## config.mk

```make
export PLATFORM = sky130hd
export DESIGN_NAME = vx_dmem_rsp_collector_flat
export DESIGN_NICKNAME = d
export VERILOG_FILES = /design/src/rtl/vx_dmem_rsp_collector_if.sv /design/src/rtl/vx_dmem_rsp_collector.sv /design/src/flat_wrapper.sv
export SDC_FILE = /design/constraint.sdc
export NUM_CORES = 1
export LEC_CHECK = 0
export ABC_AREA = 1
export ABC_CLOCK_PERIOD_IN_PS = 3220
export BUFFER_PORTS_ARGS = -buffer_cell sky130_fd_sc_hd__buf_2
export CORE_MARGIN = 5
export CORE_UTILIZATION = 30
export DETAILED_ROUTE_END_ITERATION = 10
export SLEW_MARGIN = 20
export SYNTH_ARGS = -nofsm -noshare
export SYNTH_HDL_FRONTEND = slang
export SYNTH_SLANG_ARGS = --single-unit
export TNS_END_PERCENT = 1
```

## constraint.sdc

```tcl
create_clock -name clock -period 3.22 [get_ports clock]
set_input_delay 0.161 -clock clock [delete_from_list [all_inputs] [get_ports clock]]
set_output_delay 0.161 -clock clock [all_outputs]
set_load 0.02 [all_outputs]
```

## src/rtl/vx_dmem_rsp_collector_if.sv

```systemverilog
// Bus bundle for vx_dmem_rsp_collector: core dcache request/response, TL A ready and TL D channel.
// The collector takes the slave modport; core and memory models take the master modport.
interface vx_dmem_rsp_collector_if #(
    parameter int NUM_LANES  = 4,
    parameter int TAG_WIDTH  = 10,
    parameter int DATA_WIDTH = 32
);
    logic [NUM_LANES-1:0]            core_req_valid;
    logic [NUM_LANES-1:0]            core_req_rw;
    logic [TAG_WIDTH-1:0]            core_req_tag;
    logic [NUM_LANES-1:0]            core_req_ready;
    logic [NUM_LANES-1:0]            mem_a_ready;
    logic [NUM_LANES-1:0]            mem_d_valid;
    logic [3*NUM_LANES-1:0]          mem_d_opcode;
    logic [TAG_WIDTH*NUM_LANES-1:0]  mem_d_source;
    logic [DATA_WIDTH*NUM_LANES-1:0] mem_d_data;
    logic [NUM_LANES-1:0]            mem_d_ready;
    logic                            rsp_valid;
    logic [NUM_LANES-1:0]            rsp_tmask;
    logic [DATA_WIDTH*NUM_LANES-1:0] rsp_data;
    logic [TAG_WIDTH-1:0]            rsp_tag;
    logic                            rsp_ready;
    logic                            timeout_err;

    modport slave (
        input  core_req_valid, core_req_rw, core_req_tag, mem_a_ready,
        input  mem_d_valid, mem_d_opcode, mem_d_source, mem_d_data, rsp_ready,
        output core_req_ready, mem_d_ready, rsp_valid, rsp_tmask, rsp_data, rsp_tag, timeout_err
    );

    modport master (
        output core_req_valid, core_req_rw, core_req_tag, mem_a_ready,
        output mem_d_valid, mem_d_opcode, mem_d_source, mem_d_data, rsp_ready,
        input  core_req_ready, mem_d_ready, rsp_valid, rsp_tmask, rsp_data, rsp_tag, timeout_err
    );
endinterface

```

## src/rtl/vx_dmem_rsp_collector.sv

```systemverilog
// Gathers per-lane TL D load responses by tag and emits one merged dcache response per tag.
// Optional partial-response timeout enabled by defining DMEM_RSP_TIMEOUT_EN.
//
// state      | meaning
// ST_FREE    | entry unused, may be allocated
// ST_COLLECT | loads issued for tag, gathering D beats
// ST_DONE    | all expected beats in, waiting for output register / response fire
module vx_dmem_rsp_collector #(
    parameter int NUM_LANES      = 4,
    parameter int TAG_WIDTH      = 10,
    parameter int DATA_WIDTH     = 32,
    parameter int NUM_ENTRIES    = 4,
    parameter int TIMEOUT_CYCLES = 1024
) (
    input logic                    clock,
    input logic                    reset_n,
    vx_dmem_rsp_collector_if.slave bus
);
    localparam logic [1:0] ST_FREE    = 2'd0;
    localparam logic [1:0] ST_COLLECT = 2'd1;
    localparam logic [1:0] ST_DONE    = 2'd2;
    localparam int IDX_W = (NUM_ENTRIES > 1) ? $clog2(NUM_ENTRIES) : 1;

    logic [1:0]            ent_state [NUM_ENTRIES];
    logic [TAG_WIDTH-1:0]  ent_tag   [NUM_ENTRIES];
    logic [NUM_LANES-1:0]  ent_exp   [NUM_ENTRIES];
    logic [NUM_LANES-1:0]  ent_rcv   [NUM_ENTRIES];
    logic [DATA_WIDTH-1:0] ent_data  [NUM_ENTRIES][NUM_LANES];
    logic [1:0]            nxt_state [NUM_ENTRIES];
    logic [TAG_WIDTH-1:0]  nxt_tag   [NUM_ENTRIES];
    logic [NUM_LANES-1:0]  nxt_exp   [NUM_ENTRIES];
    logic [NUM_LANES-1:0]  nxt_rcv   [NUM_ENTRIES];
    logic [DATA_WIDTH-1:0] nxt_data  [NUM_ENTRIES][NUM_LANES];

    logic                  hit_collect, hit_done, any_free, stall, req_pending;
    logic [IDX_W-1:0]      hit_idx, free_idx;
    logic [NUM_LANES-1:0]  load_vld, load_fire, d_hit, d_ready, beat;
    logic [IDX_W-1:0]      d_idx [NUM_LANES];

    logic                            rsp_valid_q, rsp_fire, out_found, out_load;
    logic [IDX_W-1:0]                out_idx, out_sel;
    logic [NUM_LANES-1:0]            rsp_tmask_q;
    logic [DATA_WIDTH*NUM_LANES-1:0] rsp_data_q, out_data;
    logic [TAG_WIDTH-1:0]            rsp_tag_q;

`ifdef DMEM_RSP_TIMEOUT_EN
    localparam int TMR_W = (TIMEOUT_CYCLES > 1) ? $clog2(TIMEOUT_CYCLES) : 1;
    logic [TMR_W-1:0]     ent_tmr [NUM_ENTRIES];
    logic [TMR_W-1:0]     nxt_tmr [NUM_ENTRIES];
    logic [NUM_ENTRIES-1:0] ent_alloc, ent_beat;
    logic                 tmo_fire, timeout_err_q;
`endif

    // Lookup against registered state; scanning downwards makes the lowest index win.
    always_comb begin
        hit_collect = 1'b0;
        hit_done    = 1'b0;
        any_free    = 1'b0;
        hit_idx     = '0;
        free_idx    = '0;
        for (int e = NUM_ENTRIES-1; e >= 0; e--) begin
            if (ent_state[e] == ST_COLLECT && ent_tag[e] == bus.core_req_tag) begin
                hit_collect = 1'b1;
                hit_idx     = IDX_W'(e);
            end
            if (ent_state[e] == ST_DONE && ent_tag[e] == bus.core_req_tag) hit_done = 1'b1;
            if (ent_state[e] == ST_FREE) begin
                any_free = 1'b1;
                free_idx = IDX_W'(e);
            end
        end
    end

    assign load_vld           = bus.core_req_valid & ~bus.core_req_rw;
    assign stall              = (|load_vld) & ((~hit_collect & ~any_free) | hit_done);
    assign bus.core_req_ready = bus.mem_a_ready & {NUM_LANES{~stall}};
    assign load_fire          = load_vld & bus.core_req_ready;
    assign req_pending        = |(load_vld & ~bus.core_req_ready);
    assign rsp_fire           = rsp_valid_q & bus.rsp_ready;

    // Acks and unmatched data are sunk; a second beat for an already-received lane is held off.
    always_comb begin
        d_hit   = '0;
        d_ready = '0;
        beat    = '0;
        for (int i = 0; i < NUM_LANES; i++) begin
            d_idx[i] = '0;
            for (int e = NUM_ENTRIES-1; e >= 0; e--) begin
                if (ent_state[e] == ST_COLLECT &&
                    ent_tag[e] == bus.mem_d_source[i*TAG_WIDTH +: TAG_WIDTH]) begin
                    d_hit[i] = 1'b1;
                    d_idx[i] = IDX_W'(e);
                end
            end
            if (bus.mem_d_opcode[i*3 +: 3] == 3'd0) d_ready[i] = 1'b1;
            else d_ready[i] = ~(d_hit[i] & ent_rcv[d_idx[i]][i]);
            beat[i] = bus.mem_d_valid[i] & d_ready[i] & d_hit[i] & (bus.mem_d_opcode[i*3 +: 3] != 3'd0);
        end
    end
    assign bus.mem_d_ready = d_ready;

    always_comb begin
        nxt_state = ent_state;
        nxt_tag   = ent_tag;
        nxt_exp   = ent_exp;
        nxt_rcv   = ent_rcv;
        nxt_data  = ent_data;
`ifdef DMEM_RSP_TIMEOUT_EN
        nxt_tmr   = ent_tmr;
        ent_alloc = '0;
        ent_beat  = '0;
        tmo_fire  = 1'b0;
`endif
        for (int e = 0; e < NUM_ENTRIES; e++) begin
            for (int i = 0; i < NUM_LANES; i++) begin
                if (beat[i] && d_idx[i] == IDX_W'(e)) begin
                    nxt_rcv[e][i]  = 1'b1;
                    nxt_data[e][i] = bus.mem_d_data[i*DATA_WIDTH +: DATA_WIDTH];
`ifdef DMEM_RSP_TIMEOUT_EN
                    ent_beat[e]    = 1'b1;
`endif
                end
            end
            if (ent_state[e] == ST_COLLECT && hit_collect && hit_idx == IDX_W'(e))
                nxt_exp[e] = ent_exp[e] | load_fire;
            if (ent_state[e] == ST_FREE && (|load_fire) && !hit_collect && free_idx == IDX_W'(e)) begin
                nxt_state[e] = ST_COLLECT;
                nxt_tag[e]   = bus.core_req_tag;
                nxt_exp[e]   = load_fire;
                nxt_rcv[e]   = '0;
`ifdef DMEM_RSP_TIMEOUT_EN
                ent_alloc[e] = 1'b1;
`endif
            end
            // An unfired load lane still carrying this tag may yet widen exp_mask.
            if (ent_state[e] == ST_COLLECT && nxt_rcv[e] == nxt_exp[e] &&
                !(req_pending && ent_tag[e] == bus.core_req_tag))
                nxt_state[e] = ST_DONE;
`ifdef DMEM_RSP_TIMEOUT_EN
            if (ent_alloc[e] || ent_beat[e]) begin
                nxt_tmr[e] = TMR_W'(TIMEOUT_CYCLES - 1);
            end else if (ent_state[e] == ST_COLLECT) begin
                if (ent_tmr[e] == '0) begin
                    nxt_state[e] = ST_DONE;
                    tmo_fire     = 1'b1;
                end else begin
                    nxt_tmr[e] = ent_tmr[e] - 1'b1;
                end
            end
`endif
            if (ent_state[e] == ST_DONE && rsp_fire && out_idx == IDX_W'(e))
                nxt_state[e] = ST_FREE;
        end
    end

    // Selection uses next state so the response lands one cycle after the last beat.
    always_comb begin
        out_found = 1'b0;
        out_sel   = '0;
        out_data  = '0;
        for (int e = NUM_ENTRIES-1; e >= 0; e--) begin
            if (nxt_state[e] == ST_DONE && !(rsp_valid_q && out_idx == IDX_W'(e))) begin
                out_found = 1'b1;
                out_sel   = IDX_W'(e);
            end
        end
        for (int i = 0; i < NUM_LANES; i++)
            if (nxt_rcv[out_sel][i]) out_data[i*DATA_WIDTH +: DATA_WIDTH] = nxt_data[out_sel][i];
        out_load = out_found & (~rsp_valid_q | rsp_fire);
    end

    always_ff @(posedge clock or negedge reset_n) begin
        if (!reset_n) begin
            for (int e = 0; e < NUM_ENTRIES; e++) begin
                ent_state[e] <= ST_FREE;
                ent_tag[e]   <= '0;
                ent_exp[e]   <= '0;
                ent_rcv[e]   <= '0;
                for (int i = 0; i < NUM_LANES; i++) ent_data[e][i] <= '0;
            end
            rsp_valid_q <= 1'b0;
            rsp_tmask_q <= '0;
            rsp_data_q  <= '0;
            rsp_tag_q   <= '0;
            out_idx     <= '0;
        end else begin
            ent_state <= nxt_state;
            ent_tag   <= nxt_tag;
            ent_exp   <= nxt_exp;
            ent_rcv   <= nxt_rcv;
            ent_data  <= nxt_data;
            if (out_load) begin
                rsp_valid_q <= 1'b1;
                out_idx     <= out_sel;
                rsp_tmask_q <= nxt_rcv[out_sel];
                rsp_data_q  <= out_data;
                rsp_tag_q   <= nxt_tag[out_sel];
            end else if (rsp_fire) begin
                rsp_valid_q <= 1'b0;
            end
        end
    end

    assign bus.rsp_valid = rsp_valid_q;
    assign bus.rsp_tmask = rsp_tmask_q;
    assign bus.rsp_data  = rsp_data_q;
    assign bus.rsp_tag   = rsp_tag_q;

`ifdef DMEM_RSP_TIMEOUT_EN
    always_ff @(posedge clock or negedge reset_n) begin
        if (!reset_n) begin
            for (int e = 0; e < NUM_ENTRIES; e++) ent_tmr[e] <= '0;
            timeout_err_q <= 1'b0;
        end else begin
            ent_tmr <= nxt_tmr;
            if (tmo_fire) timeout_err_q <= 1'b1;
        end
    end
    assign bus.timeout_err = timeout_err_q;
`else
    logic unused_tmo;
    assign unused_tmo      = (TIMEOUT_CYCLES > 0);
    assign bus.timeout_err = 1'b0;
`endif
endmodule

```

## src/flat_wrapper.sv

```systemverilog
// flat-port wrapper written by rule: the top's interface ports become plain ports
module vx_dmem_rsp_collector_flat 
#(
    parameter int NUM_LANES      = 4,
    parameter int TAG_WIDTH      = 10,
    parameter int DATA_WIDTH     = 32,
    parameter int NUM_ENTRIES    = 4,
    parameter int TIMEOUT_CYCLES = 1024
)
  (clock, reset_n, bus_core_req_valid, bus_core_req_rw, bus_core_req_tag, bus_mem_a_ready, bus_mem_d_valid, bus_mem_d_opcode, bus_mem_d_source, bus_mem_d_data, bus_rsp_ready, bus_core_req_ready, bus_mem_d_ready, bus_rsp_valid, bus_rsp_tmask, bus_rsp_data, bus_rsp_tag, bus_timeout_err);
  vx_dmem_rsp_collector_if #(.NUM_LANES(NUM_LANES), .TAG_WIDTH(TAG_WIDTH), .DATA_WIDTH(DATA_WIDTH)) bus_i ();
  input logic clock;
  input logic reset_n;
  input wire logic [$bits(bus_i.core_req_valid)-1:0] bus_core_req_valid;
  input wire logic [$bits(bus_i.core_req_rw)-1:0] bus_core_req_rw;
  input wire logic [$bits(bus_i.core_req_tag)-1:0] bus_core_req_tag;
  input wire logic [$bits(bus_i.mem_a_ready)-1:0] bus_mem_a_ready;
  input wire logic [$bits(bus_i.mem_d_valid)-1:0] bus_mem_d_valid;
  input wire logic [$bits(bus_i.mem_d_opcode)-1:0] bus_mem_d_opcode;
  input wire logic [$bits(bus_i.mem_d_source)-1:0] bus_mem_d_source;
  input wire logic [$bits(bus_i.mem_d_data)-1:0] bus_mem_d_data;
  input wire logic [$bits(bus_i.rsp_ready)-1:0] bus_rsp_ready;
  output wire logic [$bits(bus_i.core_req_ready)-1:0] bus_core_req_ready;
  output wire logic [$bits(bus_i.mem_d_ready)-1:0] bus_mem_d_ready;
  output wire logic [$bits(bus_i.rsp_valid)-1:0] bus_rsp_valid;
  output wire logic [$bits(bus_i.rsp_tmask)-1:0] bus_rsp_tmask;
  output wire logic [$bits(bus_i.rsp_data)-1:0] bus_rsp_data;
  output wire logic [$bits(bus_i.rsp_tag)-1:0] bus_rsp_tag;
  output wire logic [$bits(bus_i.timeout_err)-1:0] bus_timeout_err;
  assign bus_i.core_req_valid = bus_core_req_valid;
  assign bus_i.core_req_rw = bus_core_req_rw;
  assign bus_i.core_req_tag = bus_core_req_tag;
  assign bus_i.mem_a_ready = bus_mem_a_ready;
  assign bus_i.mem_d_valid = bus_mem_d_valid;
  assign bus_i.mem_d_opcode = bus_mem_d_opcode;
  assign bus_i.mem_d_source = bus_mem_d_source;
  assign bus_i.mem_d_data = bus_mem_d_data;
  assign bus_i.rsp_ready = bus_rsp_ready;
  assign bus_core_req_ready = bus_i.core_req_ready;
  assign bus_mem_d_ready = bus_i.mem_d_ready;
  assign bus_rsp_valid = bus_i.rsp_valid;
  assign bus_rsp_tmask = bus_i.rsp_tmask;
  assign bus_rsp_data = bus_i.rsp_data;
  assign bus_rsp_tag = bus_i.rsp_tag;
  assign bus_timeout_err = bus_i.timeout_err;
  vx_dmem_rsp_collector #(.NUM_LANES(NUM_LANES), .TAG_WIDTH(TAG_WIDTH), .DATA_WIDTH(DATA_WIDTH), .NUM_ENTRIES(NUM_ENTRIES), .TIMEOUT_CYCLES(TIMEOUT_CYCLES)) u_core (.clock(clock), .reset_n(reset_n), .bus(bus_i));
endmodule
```

Yosys cells after proc, flatten, opt, wreduce, memory -nomap -nowiden
Cells that the tools add are included.

operators by class
  $lt $le $gt $ge = 5
  equal/unequal tests = 57
  mux-type cells = 151
  bitwise operators = 45
  reductions and logical operators = 120

operator list
  operator                                                          count
  32-bit 2-to-1 mux                                                 20
  128-bit binary-select mux with 2-bit select                       1
  128-bit 2-to-1 mux                                                2
  10-bit == test                                                    20
  1-bit logical AND                                                 88
  2-bit 2-to-1 mux                                                  42
  4-bit 2-to-1 mux                                                  16
  10-bit 2-to-1 mux                                                 6
  1-bit 2-to-1 mux                                                  56
  2-bit == test (second input constant)                             22
  4-bit binary-select mux with 2-bit select                         5
  2-bit by 1-bit == test with 1-bit output (second input constant)  11
  2-bit zero test                                                   11
  1-bit bitwise AND                                                 20
  10-bit binary-select mux with 2-bit select                        1
  4-bit bitwise AND                                                 4
  4-bit == test                                                     4
  4-bit OR                                                          4
  3-bit greater-or-equal comparator (second input constant)         5
  2-bit inverter with 3-bit output                                  5
  3-bit zero test                                                   4
  3-bit nonzero test                                                4
  4-bit OR reduction                                                3
  1-bit zero test                                                   9
  5 further kinds                                                   15

storage, ports and cells
  bits in registers = 737
  input bits = 209
  output and inout port bits = 152
  logic and storage cells = 415

Logic depth before layout (Yosys ltp)
  depth after elaboration = 35
  mapped depth = 37
  depth with buffers taken out = 34

Worst setup path before layout
Ideal clock, no wire load.

  kind = register -> register
  from = reg u_core.ent_tag[32] in the netlist's numbering
  to = reg u_core.rsp_data_q[125] (netlist: u_core.bus.rsp_data[125])
  library setup time = 0.117 ns
  data arrival time = 3.394 ns
  data required time = 3.103 ns
  setup slack = -0.291 ns
  stages on the path, launching flop included = 33
  path buffers = 4
  period minus slack after synthesis = 3.511 ns
  cells stage by stage = dfrtp_1 -> buf_2 -> inv_2 -> nand2_1 -> nand2_1 -> nor2_1 -> nand2_1 -> nor2_2 -> nand3_1 -> nand2_1 -> nor2_2 -> nand2_1 -> nand2_2 -> nand2_2 -> nand3_4 -> nand4_2 -> nand2_1 -> buf_4 -> o21ai_0 -> inv_2 -> nand2_1 -> a21oi_1 -> nand2_1 -> a21boi_1 -> nand2_4 -> nand2_4 -> buf_2 -> buf_2 -> nand2_1 -> nand3_1 -> nand2_1 -> nand3_1 -> nand2_1

RTL lines
  element                   RTL line                      source
  start: declaration        vx_dmem_rsp_collector.sv:25   logic [TAG_WIDTH-1:0] ent_tag [NUM_ENTRIES];
  start signal: assignment  vx_dmem_rsp_collector.sv:188  ent_tag <= nxt_tag;
  end signal: assignment    vx_dmem_rsp_collector.sv:196  rsp_data_q <= out_data;
  end: declaration          vx_dmem_rsp_collector.sv:43   logic [DATA_WIDTH*NUM_LANES-1:0] rsp_data_q, out_data;

==> flow_summary.toml <==
[outcome]
status = "finished with violations"
violations = "negative setup slack"

[floorplan]
coreArea_sq_um = 133000
die_y_um = 375
initial_utilization_pct = 30.1
die_w_um = 375
fp-row-count = 134
ioPinCount = 361
dieArea_sq_um = 141000

[worst_setup_path]
start_kind = "flip-flop"
worst_path_max_delay_cell = "dfrtp_2"
crit_buf_inv = 12
arrival_ns = 5.18
critical_path_class = "reg2reg"
end_kind = "flip-flop"
crit_path_max_fanout = 16
slowest_delay_ns = 0.49
cp_top_family = "simple AND/OR/NAND/NOR gates"
critPathMostFrequentCell = "buf_4"
cp.required_ns = 3.84

[synthesis]
ys.flop_type = "dfrtp_1"
yosys_warnings = 0
syn-num-nets = 5920
synthCells = 5711
synth-edff-count = 0
synth-async-reset-ratio_pct = 100
ys_seq_elements = 737
avgSynthCellArea_sq_um = 7.00
synth_top_area_share_pct = 46.2
synth_cell_type_count = 51
syn_area_sq_um = 40000
ys_top_cells_by_area = "dfrtp_1, nand2_1, nand3_1"
synth_area_leader_cell = "dfrtp_1"
ys_seq_area_share_pct = 46.2

[sta]
finalSetupViolations = 166
tightest_slew_ns = 0.840
min_period_ns = 4.56
finalCritPeriodShare_pct = 141
rsz0062_at_grt = "true"
slew_headroom_pct = 43.6
maxSlewViolCount = 0
fin_skew_ns = 0.0307
max_freq_mhz = 220
fin_ws_ns = -1.34
tns_ns = -188.27
finalHoldViolCount = 0

[finish]
drive_gt1_share_pct = 24.6
layout_common_cells = "nand2_1, inv_1, dfrtp_1, nand3_1, buf_4"
layout_commonest_cell = "nand2_1"
fin_nets = 7002
syn_to_final_growth_pct = 41.6

[cts]
cts.clk_slew.worst_paths_ns = 0.06
cts_max_path_buffers = 3
cts-root-buf = "clkbuf_16"
cts_tree = "yes"
cts.sinks = 737
numCtsBuffers = 86
cts_htree_levels = 3
clk_latency_ns = 0.70

[route]
drc = 0
vias = 41700
drt_iter0_drc = 3508
drtAntennaViolNets = 0
vias_per_cell = 4.83
routedWlPerCell_um = 19.5
routed_wl_um = 168000
drt_first_pass_iters = 6

[placed_design]
place_hpwl_um = 114000
gp_congestion = 1.04
dp_slack_ns = -1.70
port_buffers = 359

[grt]
grt_pass1_vias = 40300
grt_pass1_wl_um = 247000
grt_util_all_layers_pct = 22.5
grt_max_degree = 95
antenna_found_initial = 12
grt-ovfl-total = 0

[power]
p_leak_nw = 30.0
vdd_ir_drop_max_mv = 0.616
cellPowerDensity_nw_per_um2 = 928

[min_path]
hp-class = "in2async"

[flow_run]
maxCapViolCount = 0
-- state kept, by name, indices dropped and copies added (netlist names) --
register / count
u_core.ent_data: 512
u_core.bus.rsp_tag: 10
u_core.ent_state: 8
u_core.bus.rsp_data: 128
u_core.out_idx: 2
u_core.bus.rsp_tmask: 4
u_core.ent_rcv: 16
u_core.bus.rsp_valid: 1
u_core.ent_tag: 40
u_core.ent_exp: 16
-- cells by family after synthesis --
| family | count (synthesis) | synth area share, % |
|---|---|---|
| buffers and inverters | 1294 | 12.8 |
| AOI/OAI and AO/OA | 669 | 8.70 |
| DFF | 737 | 46.2 |
| and+or+nand+nor | 2982 | 31.7 |
| xor gates and xnor gates | 28 | 0.614 |
| other | 1 | 0.00939 |
-- cell type report --
class                           instances  area (sq um)
Sequential cell                       737         18500
Timing Repair Buffer                 1306         11400
Clock inverter                         28           385
Fill cell                           13500         76400
Inverter                              981          3750
Clock buffer                          132          2540
Antenna cell                            2          5.00
Tap cell                             1768          2210
Multi-Input combinational cell       3681         17800
-- where the power goes --
part	total, mW	internal, mW	switching, mW
Clock	10.1	5.84	4.30
Combinational	30.6	12.5	18.1
Sequential	11.8	10.7	1.06
Total	52.5	29.0	23.5
-- layer usage --
| layer | wire length [um] | share of wire [%] | up-vias | global-route usage [%] |
|---|---|---|---|---|
| met4 | 6030 | 3.6 | 10 | 7.71 |
| met3 | 11200 | 6.7 | 287 | 3.80 |
| met5 | 69 | 0.041 | - | 0 |
| met1 | 73000 | 43 | 20000 | 30.3 |
| met2 | 78100 | 46 | 1436 | 36.8 |
| li1 | - | - | 20000 | - |
-- through the flow --
stage | cells | util [%] | power, mW | instance area [sq um] | hold slack, ns
floorplan | 5711 | - | 25.0 | 40200 | -0.135
global placement | 8217 | 36.7 | 36.3 | 48800 | 0.215
detailed placement | 8217 | 36.7 | 36.3 | 48800 | 0.222
CTS | 8575 | 41.1 | 49.1 | 54600 | 0.0170
global route | 8633 | 42.5 | 55.3 | 56600 | 0.0755
finish | 8635 | 42.5 | 52.5 | 56600 | 0.0742
-- worst register-to-register path: cells and delay by family (launching register included) --
kind | cells | cell delay (ns)
AOI/OAI and AO/OA | 3 | 0.39
buffers and inverters | 12 | 1.66
DFF | 1 | 0.49
and+or+nand+nor | 17 | 1.96
-- synthesized netlist by cell type (11+ instances only) --
cell         n
nand2_1   1861
inv_1      918
nand3_1    761
dfrtp_1    737
o21ai_0    580
nor2_1     181
clkbuf_1   152
buf_2      109
nand4_1     79
inv_2       60
a21oi_1     37
buf_4       28
nor3_1      25
xnor2_1     21
buf_1       19
o21ai_1     18
nand3b_1    15
nand2_2     11
nor4_1      11
-- worst paths after layout --
path / from / endpoint / slack, ns / cells past startpoint
max: u_core.ent_tag[4]$_DFF_PN0_ / u_core.bus.rsp_data[119]$_DFFE_PN0P_ / -1.34 / 32
min: reset_n / u_core.bus.rsp_data[20]$_DFFE_PN0P_ / 0.07 / 2
max reg2reg: u_core.ent_tag[4]$_DFF_PN0_ / u_core.bus.rsp_data[119]$_DFFE_PN0P_ / -1.34 / 32
min reg2reg: u_core.bus.rsp_data[56]$_DFFE_PN0P_ / u_core.bus.rsp_data[56]$_DFFE_PN0P_ / 0.47 / 2
max in group asynchronous: reset_n / u_core.ent_tag[4]$_DFF_PN0_ / 2.05 / 3
min in group clock: bus_core_req_tag[0] / u_core.ent_tag[0]$_DFF_PN0_ / 0.08 / 6
-- what timing repair did --
action / 4_1_cts / 5_1_grt
pin swaps: 23 / 89
setup buffers: 48 / 36
endpoints found under the setup margin: 507 / 574
gates resized for setup: 172 / 393
endpoints found under the hold margin: 657 / 0
cloned: 9 / 23
hold buffers: 141 / 0
(Power assumes the default switching activity.)
